==> src/rtl/ksa_swap_pkg.sv <==
// ksa_swap_pkg: shared types and constants for the RC4 key-scheduling swap block.
//   - ksa_state_e : FSM state encoding
//   - MEM_SEL_*   : memory_sel encodings driven onto the shared memory bus
//   - S_SIZE      : number of S-RAM entries (one permutation byte each)
//   - kidx_width  : width of the i-mod-KEY_LEN counter for a given key length
package ksa_swap_pkg;

  typedef enum logic [2:0] {
    ST_IDLE   = 3'd0,
    ST_RD_I   = 3'd1,
    ST_WAIT_I = 3'd2,
    ST_RD_J   = 3'd3,
    ST_WAIT_J = 3'd4,
    ST_WR_I   = 3'd5,
    ST_WR_J   = 3'd6,
    ST_DONE   = 3'd7
  } ksa_state_e;

  localparam logic [1:0] MEM_SEL_NONE = 2'b00;
  localparam logic [1:0] MEM_SEL_S    = 2'b01;

  localparam int         S_SIZE = 256;
  // Last value of i; the run ends after this iteration instead of wrapping.
  localparam logic [7:0] I_LAST = 8'(S_SIZE - 1);

  // A one-byte key still needs a 1-bit counter so the port is never zero-width.
  function automatic int kidx_width(input int key_len);
    return (key_len > 1) ? $clog2(key_len) : 1;
  endfunction

endpackage

==> src/rtl/ksa_key_sel.sv <==
// ksa_key_sel: selects key byte key[i mod KEY_LEN] from the packed secret key.
// Ports:
//   i_kidx       in  KIDX_W  key-byte index (0..KEY_LEN-1)
//   i_secret_key in  KEY_W   key, byte 0 in the most significant byte
//   o_key_byte   out 8       selected key byte (0 for unused index codes)
module ksa_key_sel
  import ksa_swap_pkg::*;
#(
  parameter int KEY_LEN = 3,
  parameter int KEY_W   = 8 * KEY_LEN,
  parameter int KIDX_W  = kidx_width(KEY_LEN)
) (
  input  logic [KIDX_W-1:0] i_kidx,
  input  logic [KEY_W-1:0]  i_secret_key,
  output logic [7:0]        o_key_byte
);

  // AND-OR mux over the key bytes; exactly one term is enabled for a legal index.
  always_comb begin
    o_key_byte = 8'h00;
    for (int b = 0; b < KEY_LEN; b++) begin
      o_key_byte = o_key_byte |
                   (i_secret_key[KEY_W-1-8*b -: 8] & {8{i_kidx == KIDX_W'(b)}});
    end
  end

endmodule

==> src/rtl/ksa_swap.sv <==
// ksa_swap: RC4 key-scheduling swap over an S-RAM pre-loaded with S[k]=k.
// For i = 0..255: j = j + S[i] + key[i mod KEY_LEN]; swap S[i], S[j].
// Every bus output is registered and reflects the action of the current
// state (it is loaded on the edge that enters the state), so one iteration
// is RD_I, WAIT_I, RD_J, WAIT_J, WR_I, WR_J = 6 cycles.
// Ports:
//   clk             in  1      clock, rising edge
//   reset_n         in  1      asynchronous active-low reset
//   state_start     in  1      start pulse, honoured only in IDLE or DONE
//   secret_key      in  KEY_W  key, byte 0 in the most significant byte
//   mem_q           in  8      S-RAM read data, valid the cycle after the address
//   address         out 8      S-RAM address
//   data            out 8      S-RAM write data
//   wen             out 1      S-RAM write enable (WR_I / WR_J only)
//   memory_sel      out 2      MEM_SEL_S while busy, MEM_SEL_NONE otherwise
//   ksa_mem_handler out 1      high while this block owns the memory bus
//   finish          out 1      high in DONE until the next accepted start
module ksa_swap
  import ksa_swap_pkg::*;
#(
  parameter int KEY_LEN = 3,
  parameter int KEY_W   = 8 * KEY_LEN
) (
  input  logic             clk,
  input  logic             reset_n,
  input  logic             state_start,
  input  logic [KEY_W-1:0] secret_key,
  input  logic [7:0]       mem_q,
  output logic [7:0]       address,
  output logic [7:0]       data,
  output logic             wen,
  output logic [1:0]       memory_sel,
  output logic             ksa_mem_handler,
  output logic             finish
);

  localparam int                KIDX_W    = kidx_width(KEY_LEN);
  localparam logic [KIDX_W-1:0] KIDX_LAST = KIDX_W'(KEY_LEN - 1);

  ksa_state_e        r_state;
  ksa_state_e        w_state_next;
  logic [7:0]        r_i;
  logic [7:0]        r_j;
  logic [7:0]        r_j_next;
  logic [7:0]        r_si;
  logic [KIDX_W-1:0] r_kidx;
  logic [7:0]        r_address;
  logic [7:0]        r_data;
  logic              r_wen;
  logic [1:0]        r_mem_sel;
  logic              r_handler;
  logic              r_finish;
  logic [7:0]        w_key_byte;
  logic [7:0]        w_j_sum;

  ksa_key_sel #(
    .KEY_LEN (KEY_LEN),
    .KEY_W   (KEY_W),
    .KIDX_W  (KIDX_W)
  ) u_key_sel (
    .i_kidx       (r_kidx),
    .i_secret_key (secret_key),
    .o_key_byte   (w_key_byte)
  );

  // New j from the current j, S[i] arriving on mem_q and the key byte; wraps mod 256.
  assign w_j_sum = r_j + mem_q + w_key_byte;

  // State register.
  always_ff @(posedge clk or negedge reset_n) begin
    if (!reset_n) begin
      r_state <= ST_IDLE;
    end else begin
      r_state <= w_state_next;
    end
  end

  // Next-state logic; a start pulse is only looked at in IDLE or DONE.
  always_comb begin
    w_state_next = r_state;
    case (r_state)
      ST_IDLE, ST_DONE: begin
        if (state_start) begin
          w_state_next = ST_RD_I;
        end else begin
          w_state_next = r_state;
        end
      end
      ST_RD_I:   w_state_next = ST_WAIT_I;
      ST_WAIT_I: w_state_next = ST_RD_J;
      ST_RD_J:   w_state_next = ST_WAIT_J;
      ST_WAIT_J: w_state_next = ST_WR_I;
      ST_WR_I:   w_state_next = ST_WR_J;
      ST_WR_J: begin
        if (r_i == I_LAST) begin
          w_state_next = ST_DONE;
        end else begin
          w_state_next = ST_RD_I;
        end
      end
      default:   w_state_next = ST_IDLE;
    endcase
  end

  // Datapath and registered bus outputs, loaded with the action of the state being entered.
  always_ff @(posedge clk or negedge reset_n) begin
    if (!reset_n) begin
      r_i       <= 8'h00;
      r_j       <= 8'h00;
      r_j_next  <= 8'h00;
      r_si      <= 8'h00;
      r_kidx    <= {KIDX_W{1'b0}};
      r_address <= 8'h00;
      r_data    <= 8'h00;
      r_wen     <= 1'b0;
      r_mem_sel <= MEM_SEL_NONE;
      r_handler <= 1'b0;
      r_finish  <= 1'b0;
    end else begin
      case (r_state)
        ST_IDLE, ST_DONE: begin
          if (state_start) begin
            // Entering RD_I for i = 0: present address 0 for the read.
            r_i       <= 8'h00;
            r_j       <= 8'h00;
            r_kidx    <= {KIDX_W{1'b0}};
            r_address <= 8'h00;
            r_wen     <= 1'b0;
            r_mem_sel <= MEM_SEL_S;
            r_handler <= 1'b1;
            r_finish  <= 1'b0;
          end
        end
        ST_RD_I: begin
          r_wen <= 1'b0;
        end
        ST_WAIT_I: begin
          // S[i] is on mem_q now; entering RD_J, so drive the read of S[j_next].
          r_si      <= mem_q;
          r_j_next  <= w_j_sum;
          r_address <= w_j_sum;
          r_wen     <= 1'b0;
        end
        ST_RD_J: begin
          r_j <= r_j_next;
        end
        ST_WAIT_J: begin
          // S[j] is on mem_q now; the data register doubles as the sj latch
          // and is presented directly for the WR_I write of S[i] = sj.
          r_address <= r_i;
          r_data    <= mem_q;
          r_wen     <= 1'b1;
        end
        ST_WR_I: begin
          r_address <= r_j;
          r_data    <= r_si;
          r_wen     <= 1'b1;
        end
        ST_WR_J: begin
          r_wen <= 1'b0;
          if (r_i == I_LAST) begin
            r_finish  <= 1'b1;
            r_handler <= 1'b0;
            r_mem_sel <= MEM_SEL_NONE;
          end else begin
            r_i       <= r_i + 8'd1;
            r_address <= r_i + 8'd1;
            r_kidx    <= (r_kidx == KIDX_LAST) ? {KIDX_W{1'b0}} : r_kidx + KIDX_W'(1);
          end
        end
        default: begin
          r_wen     <= 1'b0;
          r_mem_sel <= MEM_SEL_NONE;
          r_handler <= 1'b0;
        end
      endcase
    end
  end

  assign address         = r_address;
  assign data            = r_data;
  assign wen             = r_wen;
  assign memory_sel      = r_mem_sel;
  assign ksa_mem_handler = r_handler;
  assign finish          = r_finish;

endmodule

==> config.mk <==
export PLATFORM = sky130hd
export DESIGN_NAME = ksa_swap
export DESIGN_NICKNAME = d
export VERILOG_FILES = /design/src/rtl/ksa_swap_pkg.sv /design/src/rtl/ksa_key_sel.sv /design/src/rtl/ksa_swap.sv
export SDC_FILE = /design/constraint.sdc
export NUM_CORES = 1
export LEC_CHECK = 0
export ABC_CLOCK_PERIOD_IN_PS = 3700
export CORE_UTILIZATION = 30
export CTS_BUF_LIST = sky130_fd_sc_hd__clkbuf_8
export DETAILED_ROUTE_END_ITERATION = 10
export GPL_ROUTABILITY_DRIVEN = 0
export GPL_TIMING_DRIVEN = 0
export PLACE_DENSITY = 0.61
export SYNTH_ARGS = -nofsm -noshare
export SYNTH_HDL_FRONTEND = slang
export SYNTH_SLANG_ARGS = --single-unit
==> constraint.sdc <==
create_clock -name clk -period 3.7 [get_ports clk]
set_input_delay 0.74 -clock clk [delete_from_list [all_inputs] [get_ports clk]]
set_output_delay 0.74 -clock clk [all_outputs]
set_load 0.02 [all_outputs]
-- Word level (Yosys, flattened, before mapping)
Index checks and enable logic that the tools add are counted.
- register bits: 58
- bits of input ports: 35
- output and inout port bits: 21
- add/subtract/negate cells: 4
- equal/unequal tests: 13
- muxes and demuxes: 23
- bitwise operators: 5
- reductions and logical operators: 15
- operator list (cell ; number):
    $pmux W8 S2 ; 3
    $pmux W8 S5 ; 1
    $and A8 B8 Y8 ; 3
    $pmux W3 S7 ; 1
    $add A8 B8 Y8 ; 2
    $mux W8 ; 2
    $or A8 B8 Y8 ; 2
    $eq A3 B3 Y1 const B ; 4
    $mux W2 ; 5
    $reduce_and A3 Y1 ; 3
    $add A8 B1 Y8 const B ; 1
    $eq A8 B8 Y1 const B ; 1
    $pmux W2 S2 ; 2
    $eq A3 B2 Y1 const B ; 2
    $mux W3 ; 2
    $ne A2 B2 Y1 const B ; 3
    $reduce_bool A2 Y1 ; 3
    $reduce_bool A5 Y1 ; 1
    $mux W1 ; 4
    $pmux W1 S2 ; 2
    $reduce_and A2 Y1 ; 2
    $reduce_or A2 Y1 ; 2
    $eq A3 B1 Y1 const B ; 1
    $logic_not A3 Y1 ; 1
    other kinds (7) ; 7

-- Longest topological paths before layout
Gate-level depths: netlist (run 1).
- depth in word-level cells: 6
- mapped depth: 13
- depth with buffers taken out: 12

-- By module
From an unflattened synthesis (run 1), not the netlist that was laid out.
- cell total of the unflattened synthesis: 370
- area total of the unflattened synthesis: 3398.3 um2
- by module, submodules not included (module ; times used ; cells an instance ; area each (um2) ; sequential area each (um2)):
    ksa_swap ; 1 ; 350 ; 3200.6 ; 1401.3
    ksa_key_sel ; 1 ; 20 ; 197.7 ; 0.0

-- Worst setup path after synthesis (run 1)
No wires, ideal clock.
- kind: input port to flip-flop
- start: in secret_key[1]
- end: reg r_address[7] (netlist: address[7])
- arrival: 2.655 ns
- required time: 3.569 ns
- setup slack: 0.914 ns
- stages: 11
- path buffers: 0
- cell sequence: mux2i_1 > o21ai_0 > fa_1 > ha_1 > inv_1 > fa_1 > nor2b_1 > o31ai_1 > a21oi_1 > xnor2_1 > o221ai_2
- word-level cells in the longest chain between the ends: 4
- ends and longest elaborated chain (element ; RTL line ; text):
    from (decl) ; ksa_swap.sv:27 ; input logic [KEY_W-1:0] secret_key,
    $and A8 B8 Y8 ; ksa_key_sel.sv:23 ; (i_secret_key[KEY_W-1-8*b -: 8] & {8{i_kidx == KIDX_W'(b)}});
    $or A8 B8 Y8 ; ksa_key_sel.sv:22 ; o_key_byte = o_key_byte |
    $add A8 B8 Y8 ; ksa_swap.sv:67 ; assign w_j_sum = r_j + mem_q + w_key_byte;
    $pmux W8 S5 ; ksa_swap.sv:120 ; case (r_state)
    to (signal assigned) ; ksa_swap.sv:141 ; r_address <= w_j_sum;
    to (signal assigned) ; ksa_swap.sv:150 ; r_address <= r_i;
    to (signal assigned) ; ksa_swap.sv:155 ; r_address <= r_j;
    to (decl) ; ksa_swap.sv:47 ; logic [7:0] r_address;
Every way passes these cells.
A chain may end at the register's enable or synchronous reset.

-- Final worst setup path (run 1)
- start: in secret_key[18]
- end: reg r_address[4] (netlist: address[4])
- word-level cells in the longest chain between the ends: 5
- ends and longest elaborated chain (element ; RTL line):
    $and A8 B8 Y8 ; ksa_key_sel.sv:23
    $or A8 B8 Y8 (2 in a row) ; ksa_key_sel.sv:22
    $add A8 B8 Y8 ; ksa_swap.sv:67
    $pmux W8 S5 ; ksa_swap.sv:120
Every way passes these cells.

==> results of run 1 <==
## synth_stat cells, drive strengths merged (2+ instances only)
library cell / n
clkbuf: 9
nor2: 24
o31ai: 4
and2: 2
a22oi: 2
xor2: 3
nand2: 78
inv: 12
a21oi: 26
dfrtp: 56
a21o: 2
o22a: 2
a32oi: 2
o221ai: 5
nor3: 2
xnor2: 7
nand3: 10
and3: 2
o211ai: 2
nand2b: 3
buf: 16
fa: 8
o21ai: 42
a211oi: 9
nor2b: 3
mux2i: 23
nand4: 3
ha: 7
## registers in the layout, summed over array words and instances, names as in the netlist, 2 cells and up
name / cells
data: 8
r_j: 8
r_si: 8
r_kidx: 2
r_state: 3
r_i: 8
address: 8
r_j_next: 8
## logic make-up after synthesis
family,count (synthesis)
AND/OR/NAND/NOR,130
AO/OA/AOI/OAI,105
flip-flops,56
buffers and inverters,37
multiplexers,23
adder cells (fa/ha/maj),15
XOR/XNOR,10
other,1
## layout make-up
class / instances / area, sq um
multi-input cells: 284 / 1800
clock buffers: 5 / 68.8
inverters: 12 / 45.0
repair buffers: 55 / 556
well taps: 140 / 175
flip-flops and latches: 56 / 1400
plain buffers: 25 / 139
fillers: 1140 / 6740
clock inverters: 2 / 12.5
## report_power, final
part           total (mW)  switching (mW)  internal, mW
Combinational        2.19            1.30         0.890
Clock               0.339           0.210         0.129
Sequential           1.04           0.185         0.855
## critical path, cell delays in order
cell	delay, ps
clkdlybuf4s50_1	460
mux2i_1	60
o21ai_0	230
fa_1	480
ha_1	310
a21o_1	180
a21oi_1	220
xor2_1	300
o221ai_1	160
a221o_1	310
## per-stage QoR
stage	total power [mW]	setup WS [ps]
floorplan	2.52	914
global placement	3.19	45.5
detailed placement	3.25	108
CTS	3.59	426
global route	3.89	295
finish	3.57	455
## worst min path at each step
stage / start / endpoint / slack [ps]
final: reset_n / data[2]$_DFFE_PN0P_ / 420
after floorplan: reset_n / address[0]$_DFFE_PN0P_ / 440
after CTS: reset_n / data[2]$_DFFE_PN0P_ / 450
after global placement: r_j_next[5]$_DFFE_PN0P_ / r_j_next[5]$_DFFE_PN0P_ / 460
after global routing: reset_n / r_i[0]$_DFFE_PN0P_ / 480
after detailed placement: r_si[1]$_DFFE_PN0P_ / r_si[1]$_DFFE_PN0P_ / 460
## routing by layer
metal | up-vias | track usage, % | wire length (microns)
met2 | 86 | 29.6 | 4530
met1 | 1473 | 22.3 | 4250
met5 | - | 0 | 0
met4 | 0 | 4.92 | 130
li1 | 1438 | - | -
met3 | 11 | 2.65 | 499
==> results by group, run 1 <==
Floorplanning
  – Die Ht: 108 microns
  – Starting Density: 31.0%
  – # rows: 38
  – Io pins: 56
  – Core Footprint: 10900 sq um
  – Die width: 108 microns
  – Die ar.: 11700 sq um

Logic synthesis
  – Post-synthesis mux area share: 6.80%
  – Post-synth cell types: 51
  – Sequential area share after synthesis: 41.4%
  – Biggest area consumer among synthesized cells: dfrtp_1
  – Yosys warning total: 0
  – Post-synth EDFFs: 0
  – Mapped cell area: 3390 sq um
  – Mapped Cells: 377
  – Syn Area/Cell: 8.98 sq um
  – Synth Flop Type: dfrtp_1
  – Post-synthesis compound-gate area fraction: 19.9%
  – Post-synth ARST share: 100%
  – Ranking of synthesized cells by area: dfrtp_1, nand2_1, mux2i_1
  – Area share of and/or/nand/nor cells after synthesis: 16.5%
  – Post-synth net total: 427
  – Post-synthesis adder-cell area fraction: 7.31%
  – Area share of the largest cell type after synthesis: 41.4%
  – Flops & latches, synth: 56
  – Post-synthesis xor/xnor area fraction: 2.59%
  – Largest family of logic cells by synthesized area: compound AO/OA/AOI/OAI gates

Final layout
  – Commonest non-fill, non-tap cell in the layout: nand2_1
  – Number of antenna diodes: 0
  – Fin cells: 579
  – Syn-to-layout area delta: 24.0%
  – Most frequent cells in the layout: nand2_1, dfrtp_1, clkdlybuf4s50_1, o21ai_0, a21oi_1
  – Nets: 489
  – Share of cells above drive strength 1: 7.97%
  – Fin area: 4200 sq um
  – Final Util: 38.4%

CTS
  – CTS tree: built
  – CTS Buf Count: 5
  – Post-CTS sizing: 0
  – Post-CTS Setup Bufs: 0
  – CTS max path bufs: 2
  – CTS Sinks: 56
  – Clk Tree Root Cell: clkbuf_8
  – H-tree depth: 2
  – Hold bufs inserted after CTS: 0
  – CTS clk-pin slew, worst paths: 110 ps
  – Worst-Skew Late Latency: 320 ps

Setup path
  – Crit path DAT: 3450 ps
  – Critical-path maximum fanout: 2
  – CP endpoint: address[4]$_DFFE_PN0P_
  – R2R depth: 11
  – RR Endpoint: address[4]$_DFFE_PN0P_
  – R2R Setup Slk: 500 ps
  – CP endpoint kind: flip-flop
  – Crit. Startpoint: secret_key[18]
  – Critical path type: in -> reg
  – CP startpoint kind: primary input
  – WP data required: 3900 ps
  – R2r startpoint: r_kidx[1]$_DFFE_PN0P_

Global routing
  – Initial antenna violation count: 0
  – Total grt overflow: 0
  – GRT Total Usage: 17.2%
  – Largest net degree at the start of global routing: 32
  – First-pass GRT wire length: 15.6 mm
  – Number of global-route vias before repair: 3101

Routing
  – Vias/cell: 5.20
  – # DRC: 0
  – Detailed Route Iter0 Violations: 192
  – 1st-pass router iterations: 4
  – Post-route ant nets: 0
  – Total Wirelength: 9.42 mm
  – Via count: 3008
  – Drt wl/cell: 16.3 microns

STA
  – RSZ-0062 raised after global routing: no
  – Setup violators final: 0
  – Ratio of final minimum period to clock period: 87.7%
  – WHS: 422 ps
  – Worst Tran Pin Value: 626 ps
  – Fin. Hold Viols: 0
  – Worst Skew: 17.5 ps
  – Final min period: 3240 ps
  – Final setup TNS: 0 ps
  – Fmax: 308 MHz
  – Slew HR: 58.3%
  – Max-slew violations: 0

Status
  – Outcome: completed

Place
  – Hpwl dp: 7.17 mm
  – Dpl cells: 572
  – DP Area: 4120 sq um
  – IO Port Bufs: 54

Power
  – P_leak: 1.81 nW
  – VDD IR-drop max: 343 uV
  – Pwr per Cell Area: 850 nW/um^2

Run
  – Total of max-cap violations: 0

Min path
  – Min-delay worst type: in -> async
No activity file was read; power rests on OpenSTA's default activity.
==> inputs of run 2 (changes only) <==
Settings changed: ABC_CLOCK_PERIOD_IN_PS 3700 to not set.
Clock period 3.7 ns to 4.1 ns, I/O delays scaled along.
==> results of run 2 <==
The final DEF is identical to that of run 1. Status: completed.
Among the figures that moved: setup slack after placement 108 ps -> 428 ps; clock-pin slew on the worst setup and hold paths 110 ps -> 100 ps; setup slack after layout 455 ps -> 775 ps; hold slack 422 ps -> 482 ps; register-to-register setup slack 500 ps -> 900 ps; total power 3.57 mW -> 3.22 mW; worst IR drop on VDD 343 uV -> 310 uV
